File: src/rtl/img_reader.sv
// Frame-buffer raster reader: streams WIDTH*HEIGHT pixels with sof/eol/eof
// tags through a 2-entry output FIFO under valid/ready backpressure.
module img_reader #(
  parameter int WIDTH     = 640,
  parameter int HEIGHT    = 480,
  parameter int BIT_WIDTH = 8,
  localparam int AW = $clog2(WIDTH*HEIGHT)+1
) (
  input  logic                 clk,
  input  logic                 rst,
  input  logic                 start,
  output logic                 rd_en,
  output logic [AW-1:0]        r_addr,
  input  logic [BIT_WIDTH-1:0] rd_data,
  output logic [BIT_WIDTH-1:0] m_data,
  output logic                 m_valid,
  input  logic                 m_ready,
  output logic                 m_sof,
  output logic                 m_eol,
  output logic                 m_eof,
  output logic                 busy,
  output logic                 done
);

  localparam int XW = (WIDTH  > 1) ? $clog2(WIDTH)  : 1;
  localparam int YW = (HEIGHT > 1) ? $clog2(HEIGHT) : 1;
  localparam int EW = BIT_WIDTH + 3;
  localparam logic [AW-1:0] LAST = AW'(WIDTH*HEIGHT-1);

  typedef enum logic [1:0] {IDLE, READ, DRAIN} state_t;

  state_t          state_q, state_d;
  logic [XW-1:0]   x_q, x_d;
  logic [YW-1:0]   y_q, y_d;
  logic [AW-1:0]   addr_q, addr_d;
  logic [2:0]      tag_q, tag_d;
  logic            vld_q, vld_d;
  logic [EW-1:0]   mem_q [2];
  logic [EW-1:0]   mem_d [2];
  logic            wp_q, wp_d;
  logic            rp_q, rp_d;
  logic [1:0]      cnt_q, cnt_d;
  logic            done_q, done_d;

  logic            push, pop, room;
  logic            sof, eol, eof;
  logic [2:0]      occ;
  logic [EW-1:0]   head;

  always_comb begin
    head  = mem_q[rp_q];
    push  = vld_q;
    pop   = (cnt_q != 2'd0) && m_ready;
    // Entries that will exist once the bus word lands; one more read fits below 2
    occ   = 3'(cnt_q) + 3'(push) - 3'(pop);
    room  = occ < 3'd2;
    rd_en = !rst && (state_q == READ) && room;

    sof = (x_q == '0) && (y_q == '0);
    eol = (x_q == XW'(WIDTH-1));
    eof = eol && (y_q == YW'(HEIGHT-1));

    state_d = state_q;
    x_d     = x_q;
    y_d     = y_q;
    addr_d  = addr_q;
    done_d  = 1'b0;
    vld_d   = rd_en;
    tag_d   = rd_en ? {sof, eol, eof} : tag_q;

    unique case (state_q)
      IDLE: begin
        if (start) begin
          state_d = READ;
          addr_d  = '0;
          x_d     = '0;
          y_d     = '0;
        end
      end
      READ: begin
        if (rd_en) begin
          if (addr_q == LAST) begin
            state_d = DRAIN;
          end else begin
            addr_d = addr_q + AW'(1);
          end
          if (eol) begin
            x_d = '0;
            y_d = eof ? '0 : y_q + YW'(1);
          end else begin
            x_d = x_q + XW'(1);
          end
        end
      end
      DRAIN: begin
        if (pop && head[0]) begin
          state_d = IDLE;
          done_d  = 1'b1;
        end
      end
      default: state_d = IDLE;
    endcase

    mem_d = mem_q;
    wp_d  = wp_q;
    rp_d  = rp_q;
    if (push) begin
      mem_d[wp_q] = {rd_data, tag_q};
      wp_d        = ~wp_q;
    end
    if (pop) rp_d = ~rp_q;
    cnt_d = cnt_q + 2'(push) - 2'(pop);
  end

  always_ff @(posedge clk) begin
    if (rst) begin
      state_q <= IDLE;
      x_q     <= '0;
      y_q     <= '0;
      addr_q  <= '0;
      tag_q   <= '0;
      vld_q   <= 1'b0;
      mem_q   <= '{default: '0};
      wp_q    <= 1'b0;
      rp_q    <= 1'b0;
      cnt_q   <= '0;
      done_q  <= 1'b0;
    end else begin
      state_q <= state_d;
      x_q     <= x_d;
      y_q     <= y_d;
      addr_q  <= addr_d;
      tag_q   <= tag_d;
      vld_q   <= vld_d;
      mem_q   <= mem_d;
      wp_q    <= wp_d;
      rp_q    <= rp_d;
      cnt_q   <= cnt_d;
      done_q  <= done_d;
    end
  end

  assign r_addr  = addr_q;
  assign m_valid = (cnt_q != 2'd0);
  assign m_data  = head[EW-1:3];
  assign m_sof   = head[2];
  assign m_eol   = head[1];
  assign m_eof   = head[0];
  assign busy    = (state_q != IDLE);
  assign done    = done_q;

endmodule

File: config.mk
export PLATFORM = sky130hd
export DESIGN_NAME = img_reader
export DESIGN_NICKNAME = d
export VERILOG_FILES = /design/src/rtl/img_reader.sv
export SDC_FILE = /design/constraint.sdc
export NUM_CORES = 1
export LEC_CHECK = 0
export BUFFER_PORTS_ARGS = -buffer_cell sky130_fd_sc_hd__buf_2
export CORE_UTILIZATION = 40
export DETAILED_ROUTE_END_ITERATION = 8
export GPL_TIMING_DRIVEN = 0
export RECOVER_POWER = 25
export SYNTH_ARGS = -nofsm -noshare
export SYNTH_HDL_FRONTEND = slang
export SYNTH_SLANG_ARGS = --single-unit
File: constraint.sdc
create_clock -name clk -period 4.3 [get_ports clk]
set_input_delay 0.215 -clock clk [delete_from_list [all_inputs] [get_ports clk]]
set_output_delay 0.215 -clock clk [all_outputs]
set_load 0.02 [all_outputs]
# Word level (Yosys, flattened, before mapping)
# Cells that the tools add are included.
# totals
register_bits,72
in_bits,12
out_inout_bits,35
word_cells,83
# classes
n_addsub,7
order_cmp,4
eq_ne,11
mux,25
bitwise,5
reduce_logical,19
# op_table
operator,n
two-way mux 20 bit,3
two-way mux 11 bit,4
case mux 20 bit (2 select lines),1
two-way mux 9 bit,4
two-way mux 10 bit,3
bitwise mux 22 bit,1
"adder 20 x 1 -> 20 bit, second input constant",1
"equality test 20 x 19 -> 1 bit, second input constant",1
case mux 10 bit (2 select lines),1
case mux 9 bit (2 select lines),1
AND reduction 4 bit,3
demux 11 bit (select 1 bit),1
"adder 10 x 1 -> 10 bit, second input constant",1
"equality test 10 bit, second input constant",1
zero test 10 bit,1
"!= test 2 bit, second input constant",5
"adder 9 x 1 -> 9 bit, second input constant",1
"equality test 9 bit, second input constant",1
zero test 9 bit,1
two-way mux 2 bit,4
logical AND 1 bit,7
case mux 2 bit (3 select lines),1
nonzero test 2 bit,3
"greater-or-equal comparator 2 bit, second input constant",2
other kinds (16),19

# Logic depth before layout (Yosys ltp)
# depth
depth_word,7
mapped_depth,12
depth_no_buf,12

# Worst setup path after synthesis
# No wires, ideal clock.
# synth_path
path_type,register to register
startpoint,reg cnt_q[1]
endpoint,reg y_q[5]
setup_time_ns,0.096
t_arrival_ns,3.060
required_time_ns,4.204
slack_ns,1.144
stages_incl_launch_ff,11
n_path_buf,1
synth_period_minus_slack_ns,3.156
cell_sequence,dfxtp_1 -> or2_2 -> and2_1 -> ha_1 -> inv_1 -> ha_1 -> fa_1 -> or3_1 -> or3_1 -> buf_2 -> o41ai_2
# synth_via
elab_chain_cells,7
word_cells_on_any_way,8
classes_between,2 x add/sub; 1 x order compare; 1 x eq/ne; 4 x reduce/logical
# synth_lines
element,line_no,rtl
from (decl),42,"logic [1:0] cnt_q, cnt_d;"
from (signal assigned),138,cnt_q <= cnt_d;
nonzero test 2 bit,--,
net m_valid,16,"output logic m_valid,"
logical AND 1 bit,53,pop = (cnt_q != 2'd0) && m_ready;
net pop,45,"logic push, pop, room;"
subtractor 3 x 1 -> 3 bit,55,occ = 3'(cnt_q) + 3'(push) - 3'(pop);
< comparator 3 x 2 -> 1 bit,56,room = occ < 3'd2;
logical AND 1 bit,57,rd_en = !rst && (state_q == READ) && room;
!= test 2 bit (no line),--,
AND reduction 4 bit (no line),--,
to (signal assigned),131,y_q <= y_d;
to (decl),34,"logic [YW-1:0] y_q, y_d;"
# The timed path passes the listed nets, and every way through them passes these cells.
# A chain may end at the register's enable or synchronous reset.

# Final worst setup path
# layout_path
startpoint,reg cnt_q[1]
endpoint,reg addr_q[13] (netlist: r_addr[13])
# layout_via
elab_chain_cells,7
word_cells_on_any_way,8
classes_between,2 x add/sub; 1 x order compare; 1 x eq/ne; 4 x reduce/logical
# layout_lines
element,line_no,rtl
nonzero test 2 bit,53,
logical AND 1 bit,53,
net pop,45,
subtractor 3 x 1 -> 3 bit,55,
< comparator 3 x 2 -> 1 bit,56,
logical AND 1 bit,57,
!= test 2 bit (no line),--,
AND reduction 4 bit (no line),--,
to (signal assigned),132,addr_q <= addr_d;
to (decl),35,"logic [AW-1:0] addr_q, addr_d;"
# The timed path passes the listed nets, and every way through them passes these cells.

==> flow_metrics.env <==
export IMPL_min_path_cells=3
export IMPL_synth_edff_count=0
export IMPL_met1_length_mm=4.056
export IMPL_worstPathMaxFanout=10
export IMPL_drt_pass1_iter_count=4
export IMPL_synth_top_area_share=0.4218
export IMPL_areaGrowthSynthToFinish_pct=15.09
export IMPL_die_w_um=94.43
export IMPL_top_layer_used="met4"
export IMPL_cts_resized_gates=0
export IMPL_endpoint_kind="flip-flop"
export IMPL_synth_top_family_by_area="simple AND/OR/NAND/NOR gates"
export IMPL_p_leak_nw=1.443
export IMPL_cts_sink_count=72
export IMPL_gp_congestion=0.7860
export IMPL_startpoint_type="flip-flop"
export IMPL_avgSynthCellArea_um2=8.334
export IMPL_grt_max_degree=16
export IMPL_critPathKind="flip-flop to flip-flop"
export IMPL_final_layout_size_suffix_gt1_frac=0.1380
export IMPL_async_flop_share=0
export IMPL_cts_made_buffers=9
export IMPL_finClkSkew_ns=0.01210
export IMPL_p_total_mw=1.669
export IMPL_h_tree_depth=3
export IMPL_drv_slew=0
export IMPL_grt_antenna_before_repair=0
export IMPL_final_fill_count=851
export IMPL_setup_viol=0
export IMPL_clock_fmax_ghz=0.2847
export IMPL_synth_area_leaders="dfxtp_1, nand2_1, a21oi_1"
export IMPL_detail_route_antenna_nets=0
export IMPL_r2r_cells=11
export IMPL_route_met2_wl_mm=3.981
export IMPL_cts_tree="yes"
export IMPL_max_cap_viol_count=0
export IMPL_rsz0062_at_grt="false"
export IMPL_synth_xor_area_share=0.02819
export IMPL_fin_tns_setup_ns=0
export IMPL_grt_pass1_vias=2716
export IMPL_hold_violations=0
export IMPL_wl_per_cell_um=14.60
export IMPL_relSlewSlack=0.2641
export IMPL_io_pins=47
export IMPL_die_h_um=94.43
export IMPL_cts_root_buf="clkbuf_8"
export IMPL_cts_reportedPaths_clkPinSlew_ns=0.09
export IMPL_max_slew_worst_pin_slew_ns=1.094
export IMPL_ys_seq_area_frac=0.4218
export IMPL_dp_hpwl_mm=6.007
export IMPL_die_area_mm2=0.008916
export IMPL_timing_rr_end="r_addr[13]"
export IMPL_synth_fa_ha_area_frac=0.03149
export IMPL_initial_core_util=0.4138
export IMPL_startpoint="cnt_q[1]"
export IMPL_diodes=0
export IMPL_nNetsFinal=486
export IMPL_fin_crit_sh=0.8168
export IMPL_yosys_area_share_simple=0.2450
export IMPL_wl_mm=8.407
export IMPL_min_delay_start="rd_data[1]"
export IMPL_drc_errors=0
export IMPL_core_area_mm2=0.008258
export IMPL_syn_area_mm2=0.003417
export IMPL_vias=3115
export IMPL_drt_iter0_markers=134
export IMPL_synth_area_leader_cell="dfxtp_1"
export IMPL_yosysWarnings=0
export IMPL_ys_ff_latch=72
export IMPL_reg2reg_from="cnt_q[1]"
export IMPL_port_buffers=45
export IMPL_clockBufferDepth=2
export IMPL_grt_pass1_wl_mm=13.43
export IMPL_p_per_area_mw_per_mm2=424.4
export IMPL_wl_met3_um=308
export IMPL_crit_arrival_ns=3.72
export IMPL_synthDistinctLibCells=55
export IMPL_period_needed_ns=3.512
export IMPL_worstSkewPairLatency_ns=0.35
export IMPL_critPathRequiredTime_ns=4.51
export IMPL_hold_path_class="input pin to flip-flop"
export IMPL_r2r_slack_ns=0.79
export IMPL_synth_compound_area_share=0.1937
export IMPL_grt_overflow=0
export IMPL_post_cts_buffers=0
export IMPL_num_rows=33
export IMPL_vdd_drop_max_mv=0.1701
export IMPL_syn_nets=430
export IMPL_synth_mux_area_frac=0.03625
export IMPL_ctsHoldBuffers=0
export IMPL_vias_per_cell=5.408
export IMPL_min_to="mem_q[4]"
export IMPL_track_usage=0.1959
export IMPL_status="finished clean"
export IMPL_postSynthCellCount=410
export IMPL_ys_flop_type="dfxtp_1"
placed cells by master, fill, tap and decap left out, types with 3 or more instances in the layout:
cell,n
nor2b_1,4
a31oi_1,6
buf_2,27
o31ai_1,3
and3_1,9
nand2b_1,3
nor3_1,4
clkbuf_8,9
and2_1,3
nand2_1,74
a21oi_1,55
xnor2_1,6
o21a_1,3
nand4_1,8
ha_1,7
inv_1,14
clkinvlp_4,3
mux2_2,11
o21ai_0,11
clkbuf_1,39
xor2_1,5
inv_6,3
a41o_1,3
or3_1,3
nor2_1,15
a41oi_1,4
dfxtp_1,72
o22ai_1,3
nor4_1,8
nand3_1,14
and4_1,7
layout make-up:
cell class | instances | area (µm²) | share of cell area
multi-input cells | 301 | 1827 | 0.4645
flip-flops and latches | 72 | 1441 | 0.3665
repair buffers | 45 | 200.2 | 0.05091
well taps | 105 | 131.4 | 0.03341
clock buffers | 9 | 123.9 | 0.03150
plain buffers | 22 | 92.59 | 0.02354
clock inverters | 7 | 60.06 | 0.01527
inverters | 15 | 56.30 | 0.01432
per-stage QoR:
| stage | worst slack [ns] | instance area [µm²] | cells | hold WS (ns) | util |
|---|---|---|---|---|---|
| final | 0.7876 | 3933 | 576 | 0.09833 | 0.4762 |
| after CTS | 0.7907 | 3958 | 576 | 0.08388 | 0.4792 |
| after global placement | 0.8607 | 3774 | 560 | 0.4380 | 0.4570 |
| after floorplan | 1.144 | 3417 | 410 | 0.3510 | - |
| after detailed placement | 0.8099 | 3774 | 560 | 0.4466 | 0.4570 |
| after global routing | 0.5820 | 3933 | 576 | 0.07077 | 0.4762 |
layer usage:
metal | GRT usage | vias up
li1 | - | 1584
met1 | 0.2554 | 1476
met2 | 0.3231 | 50
met3 | 0.04992 | 5
met4 | 0.04615 | 0
met5 | 0 | -
state kept, by name, summed over array words and instances (netlist names):
register,cells
mem_q,22
r_addr,20
x_q,10
y_q,9
tag_q,3
cnt_q,2
state_q,2
done,1
push,1
rp_q,1
wp_q,1
cell families (layout without fill, tap and decap cells):
kind of cell	Yosys count	in the layout
adders and majority gates	8	8
AOI/OAI and AO/OA	105	105
and+or+nand+nor	166	166
xor gates and xnor gates	11	11
buffers and inverters	37	98
DFF	72	72
muxes	11	11
synth_stat cells (all sizes together) (3+ instances only):
library cell	count
a31oi	6
dfxtp	72
nor4	8
nand3	14
and3	9
a41oi	4
and2	5
nand2b	3
nand2	74
o31ai	4
clkbuf	18
nor2	15
nand4	8
a21oi	55
inv	14
nor3	4
nor2b	4
xnor2	6
ha	7
xor2	5
mux2	11
o21ai	12
or3	3
and4	7
o21a	3
o22ai	3
buf	4
a41o	3
power by group:
part / leakage [nW] / internal [mW] / switching (mW)
Sequential: 0.582 / 0.711 / 0.0322
Combinational: 0.776 / 0.147 / 0.271
Clock: 0.0848 / 0.219 / 0.289
Total: 1.44 / 1.08 / 0.592
how the worst max path moves through the flow:
| stage | endpoint | cells past startpoint |
|---|---|---|
| 2_1_floorplan | y_q[5] | 10 |
| 3_3_place_gp | r_addr[13] | 11 |
| 3_5_place_dp | r_addr[13] | 11 |
| 4_1_cts | rd_en | 10 |
| 5_1_grt | r_addr[10] | 12 |
| 6_report | r_addr[13] | 11 |
worst max-delay path: stages, from the launching register on:
cell	delay [ns]
dfxtp_1	0.33
or2_2	0.30
and2_0	0.21
ha_1	0.29
inv_1	0.04
ha_1	0.18
fa_1	0.55
o31ai_4	0.51
o21ai_2	0.24
nand2_1	0.19
clkbuf_1	0.41
a21oi_1	0.13
Power figures use the tool's default switching activity.
